===== config.mk =====
export PLATFORM = sky130hd
export DESIGN_NAME = uart_rx
export DESIGN_NICKNAME = d
export VERILOG_FILES = /design/src/rtl/uart_rx.sv
export SDC_FILE = /design/constraint.sdc
export NUM_CORES = 1
export LEC_CHECK = 0
export CORE_AREA = 4 4 62 64
export CTS_CLUSTER_DIAMETER = 50
export DETAILED_ROUTE_END_ITERATION = 10
export DIE_AREA = 0 0 66 68
export PLACE_DENSITY = 0.67
export SLEW_MARGIN = 20
export SYNTH_ARGS = -nofsm -noshare
export SYNTH_HDL_FRONTEND = slang
export SYNTH_SLANG_ARGS = --single-unit
export TNS_END_PERCENT = 5

===== constraint.sdc =====
create_clock -name i_clk_rx -period 1.7 [get_ports i_clk_rx]
set_clock_uncertainty 0.1 [all_clocks]
set_input_delay 0.425 -clock i_clk_rx [delete_from_list [all_inputs] [get_ports i_clk_rx]]
set_output_delay 0.425 -clock i_clk_rx [all_outputs]
set_load 0.005 [all_outputs]

===== src/rtl/uart_rx.sv =====
// 8N1 UART receiver on an OVERSAMPLE x baud clock, mid-bit sampling.
// Define UART_RX_PARITY_EN for 8E1 framing with an o_parity_err strobe.
module uart_rx #(
  parameter int unsigned OVERSAMPLE  = 16,
  parameter int unsigned SYNC_STAGES = 2
) (
  input  logic       i_clk_rx,
  input  logic       i_reset,
  input  logic       i_rxd,
  output logic [7:0] o_data,
  output logic       o_valid,
  output logic       o_frame_err,
  output logic       o_busy
`ifdef UART_RX_PARITY_EN
  ,
  output logic       o_parity_err
`endif
);

  localparam int unsigned TickW = $clog2(OVERSAMPLE);
  localparam logic [TickW-1:0] TickMid  = TickW'(OVERSAMPLE / 2 - 1);
  localparam logic [TickW-1:0] TickLast = TickW'(OVERSAMPLE - 1);

  typedef enum logic [2:0] {StIdle, StStart, StData, StParity, StStop, StBreak} state_e;

  logic [SYNC_STAGES-1:0] sync_q;
  logic                   rxd_s;
  state_e                 state_q, state_d;
  logic [TickW-1:0]       tick_q, tick_d;
  logic [2:0]             bit_cnt_q, bit_cnt_d;
  logic [7:0]             shift_q, shift_d;
  logic [7:0]             data_q, data_d;
  logic                   valid_q, valid_d;
  logic                   frame_err_q, frame_err_d;
`ifdef UART_RX_PARITY_EN
  logic                   parity_q, parity_d;
  logic                   parity_err_q, parity_err_d;
`endif

  // Chain resets to idle-high so reset release never looks like a start bit.
  always_ff @(posedge i_clk_rx or posedge i_reset) begin
    if (i_reset) begin
      sync_q <= '1;
    end else begin
      sync_q <= {sync_q[SYNC_STAGES-2:0], i_rxd};
    end
  end

  assign rxd_s = sync_q[SYNC_STAGES-1];

  always_ff @(posedge i_clk_rx or posedge i_reset) begin
    if (i_reset) begin
      state_q      <= StIdle;
      tick_q       <= '0;
      bit_cnt_q    <= '0;
      shift_q      <= '0;
      data_q       <= '0;
      valid_q      <= 1'b0;
      frame_err_q  <= 1'b0;
`ifdef UART_RX_PARITY_EN
      parity_q     <= 1'b0;
      parity_err_q <= 1'b0;
`endif
    end else begin
      state_q      <= state_d;
      tick_q       <= tick_d;
      bit_cnt_q    <= bit_cnt_d;
      shift_q      <= shift_d;
      data_q       <= data_d;
      valid_q      <= valid_d;
      frame_err_q  <= frame_err_d;
`ifdef UART_RX_PARITY_EN
      parity_q     <= parity_d;
      parity_err_q <= parity_err_d;
`endif
    end
  end

  always_comb begin
    state_d      = state_q;
    tick_d       = (tick_q == TickLast) ? '0 : tick_q + TickW'(1);
    bit_cnt_d    = bit_cnt_q;
    shift_d      = shift_q;
    data_d       = data_q;
    valid_d      = 1'b0;
    frame_err_d  = 1'b0;
`ifdef UART_RX_PARITY_EN
    parity_d     = parity_q;
    parity_err_d = 1'b0;
`endif
    unique case (state_q)
      StIdle: begin
        if (!rxd_s) state_d = StStart;
      end
      StStart: begin
        if (tick_q == TickMid) begin
          if (rxd_s) begin
            state_d = StIdle;
          end else begin
            state_d   = StData;
            bit_cnt_d = '0;
          end
        end
      end
      StData: begin
        if (tick_q == TickLast) begin
          shift_d[bit_cnt_q] = rxd_s;
          bit_cnt_d          = bit_cnt_q + 3'd1;
          if (bit_cnt_q == 3'd7) begin
`ifdef UART_RX_PARITY_EN
            state_d = StParity;
`else
            state_d = StStop;
`endif
          end
        end
      end
`ifdef UART_RX_PARITY_EN
      StParity: begin
        if (tick_q == TickLast) begin
          parity_d = rxd_s;
          state_d  = StStop;
        end
      end
`endif
      StStop: begin
        if (tick_q == TickLast) begin
          if (rxd_s) begin
            data_d       = shift_q;
            valid_d      = 1'b1;
`ifdef UART_RX_PARITY_EN
            parity_err_d = ^{shift_q, parity_q};
`endif
            state_d      = StIdle;
          end else begin
            frame_err_d = 1'b1;
            state_d     = StBreak;
          end
        end
      end
      StBreak: begin
        if (rxd_s) state_d = StIdle;
      end
      default: state_d = StIdle;
    endcase
    // Every state entry restarts the bit timer; IDLE keeps it parked at zero.
    if (state_d != state_q || state_q == StIdle) tick_d = '0;
  end

  assign o_data      = data_q;
  assign o_valid     = valid_q;
  assign o_frame_err = frame_err_q;
  assign o_busy      = (state_q != StIdle);
`ifdef UART_RX_PARITY_EN
  assign o_parity_err = parity_err_q;
`endif

endmodule


==> out/summary.md <==
The flow ran to the end, but the final reports show violations. The checks that failed: setup timing. The tool flagged a number of max-cap violations equal to 0. STA puts the critical path data required time at 1.83 ns. The most used flip-flop cell after synthesis is dfrtp_1. In the finished design, the share of the clock period the worst path needs comes to 108%. The maximum number of pins on one net before global-route repair came out at 22.

For the instance count of the mapped netlist, the log shows 129. The area added between synthesis and finish was 44.1%; the area of the placeable core was 3280 µm². The capturing instance or port of the critical path was shift_q[4]. Across all register-to-register paths, the minimum setup slack is -0.13 ns.

In this run the remaining antenna-violating nets after routing total 0. The logs give 222 for the count of non-filler cells in the finished layout and 26 for the first-iteration detailed-routing DRC count. Cells with a size suffix above 1 make up 50.6% of the layout. For this run, the number of Yosys warnings is 0.

The longest individual stage delay on the worst path is 0.42 ns, and the starting density of the core is 44.3%. The design area came out at 2100 µm². The mapped netlist covers 1460 µm².

After clock tree synthesis, the clock-pin slew on the worst setup and hold paths is 0.10 ns. The worst path setup slack after routing is -0.129 ns. For this run, the post-layout net count is 181. The worst register-to-register path ends at shift_q[4]. The logs give 4 for the detailed-router iteration count before antenna repair and 5890 µm for the wire length of the first global-routing pass. At the worst endpoint, the arrival time is 1.96 ns. Overall global routing resource usage: 17.9%. The die covers 4490 µm².

Setup repair after global routing could not meet its margin everywhere. The congestion estimate from routability-driven global placement came to 0.875. Among all stages on the critical path, the largest delay is contributed by dfrtp_2.

The final max-slew violation count is 0. After global routing the overflow that remains totals 0. Summing all placed instances gives a cell area of 1820 µm². Critical path launch point type: a flip-flop.

The start point of the worst min-delay path was sync_q[0]. The run gives 0 as the number of failing hold endpoints at the final stage. The post-route setup TNS came out at -0.727 ns. Before CTS, the worst setup slack after placement is -0.116 ns. The via count normalized by instance count was 5.53; the buffer depth of the longest clock path was 2. The synthesized design spends more area on one cell type than any other, namely dfrtp_1. 14 I/O pins were placed. For the pin with the worst max-slew slack, the measured transition is 0.357 ns.

The width of the chip is 66 µm, and the worst slew margin relative to its limit is 75.9%. The highest net fanout along the worst path was 6; the total placed cells including tap cells was 207. met2 is the most crowded layer. The share of the yosys chip area belonging to registers is 51.7%, and the total number of H-tree levels is 2.

The critical path class was flip-flop to flip-flop. The logs give 547 MHz for the top achievable clock speed and 31.0% for the met2 layer usage reported by global route. The detailed router placed 1227 vias in this run.

Setup violations remaining at the end of the flow were counted as 13. Synthesis produced a netlist with a net count of 135. Detailed placement ended at an HPWL of 2300 µm. The logs give 0.00119 V for the maximum ir drop on the vdd rail and 0 for the detailed-route DRC error count. The async set-or-reset flop fraction in the synthesized netlist was 100%.

The tools report the number of cell rows as 21. The filler cells instantiated in the layout total 250. The number of antenna violations at the first check in global routing was 0.

The critical path runs through a total of 5 cells. Walking the worst path, the cells encountered are buf_4 > nor3b_4 > nand2_1 > nor4_2 > mux2_2. Counting flops and latches in the post-synthesis netlist gives 30. The worst register-to-register path begins at state_q[0]. The share of synthesized area in the top cell type comes to 48.1%. Most instantiated library cell after synthesis: dfrtp_1. The completed layout was analyzed and its total power is 0.00242 W. The tools report the clock root buffer master as clkbuf_4. The worst path needs 1.83 ns of the cycle, external delays included.

After clock tree synthesis, the flow added hold-fix buffers numbering 0. The via count of the first global-routing pass came out at 1267. The count of buffers added on input and output ports is 13. Clock tree synthesis found a total of 30 sinks.

Type of the tightest min-delay check: flip-flop to flip-flop. Dividing the detail-routed wire length by the instance count gives 16.6 µm. The vertical die dimension came out at 68 µm. Ranked by instance count, the synthesized netlist is headed by dfrtp_1 (28), mux2_2 (16), nand2_1 (8).

In the global route stage, met1 resource usage came out at 19.9%. The number of cells on the worst reg-to-reg path is 5. The tools report the clock latency at the later pin of the worst-skew pair as 0.34 ns. TritonCTS built the clock tree. Summed over all cells, the static leakage comes to 1.03 nW. The kind of cell with the highest combined delay along the critical path is simple AND/OR/NAND/NOR gates. In the global route stage, met3 resource usage came out at 4.93%. In the post-synthesis netlist, the biggest area contributors are dfrtp_1 (48%), mux2_2 (12%), dfstp_2 (3.6%).

In this run the mean area of a mapped cell was 11.3 µm². The buffering stage count on the worst path with inverters included is 1. The capturing element type of the critical path was a flip-flop.

For this block, the routed nets add up to 3690 µm of wire. Counting distinct cell types in the post-synthesis netlist gives 38. Buffers inserted during clock tree synthesis total 5. The number of antenna diodes in the final layout is 0. Startpoint of the most critical setup path: state_q[0]. For this design the ratio of total power to cell area is 1160 nW/µm². Yosys mapped a number of flops with a built-in enable equal to 0.
registers in the layout, summed over array words and instances, names as in the netlist:
signal and cells:
state_q 3, o_valid 1, shift_q 8, bit_cnt_q 3, tick_q 4, o_data 8, o_frame_err 1, sync_q 2
layer usage:
layer	up-vias	part of all wire, %	wire length, µm
met3	13	4.9	179
met5	-	0	0
met1	611	39	1420
met2	42	53	1960
met4	0	3.4	127
li1	561	-	-
per-stage QoR:
step / hold slack, ns / util [%]
6_report: 0.259 / 63.9
5_1_grt: 0.269 / 63.9
4_1_cts: 0.260 / 62.2
3_5_place_dp: 0.248 / 55.3
3_3_place_gp: 0.249 / 55.3
2_1_floorplan: 0.245 / -
placed cells by master (no fill, tap or decap), types with 4 or more instances in the layout:
cell type      netlist  final
dlygate4sd2_1        0      8
buf_6                0      4
nand4_1              5      5
nor3_2               0      4
clkbuf_4             0      5
inv_1                6      5
nand2_1              8      7
dfrtp_1             28     25
buf_4                3     32
mux2_2              16     16
worst min-delay path by stage:
stage / to / slack [ns] / cells past startpoint
final: sync_q[1] / 0.26 / 0
after global routing: sync_q[1] / 0.27 / 0
after CTS: sync_q[1] / 0.26 / 0
after detailed placement: sync_q[1] / 0.25 / 0
after global placement: sync_q[1] / 0.25 / 0
after floorplan: sync_q[1] / 0.25 / 0
logic make-up (layout without fill, tap and decap cells):
group           Yosys count  in the layout  share of synthesized area (%)
mux                      16             16                           12.4
flops                    30             30                           51.7
xor+xnor                  1              1                          0.601
compound gates           18             18                           8.42
fa+ha+maj                 3              3                           2.58
simple gates             45             45                           19.2
buf+inv                  16             63                           5.15
layout make-up:
class | instances | area, µm² | area share [%]
Inverter | 6 | 22.5 | 1.07
Clock inverter | 2 | 60.1 | 2.86
Timing Repair Buffer | 49 | 410 | 19.6
Multi-Input combinational cell | 83 | 739 | 35.2
Clock buffer | 6 | 51.3 | 2.44
Sequential cell | 30 | 757 | 36.1
Tap cell | 46 | 57.6 | 2.74
what timing repair did:
item / CTS / global route
pin swaps: 8 / 4
buffers inserted: 7 / 0
endpoints found under the setup margin: 27 / 27
endpoints found under the hold margin: 0 / 0
resized for setup: 31 / 14
power breakdown:
| part | switching (W) | internal [W] |
|---|---|---|
| logic | 0.000358 | 0.000446 |
| clock network | 0.000253 | 0.000498 |
| registers | 0.0000877 | 0.000782 |
| total | 0.000699 | 0.00173 |
(Power assumes the default switching activity.)
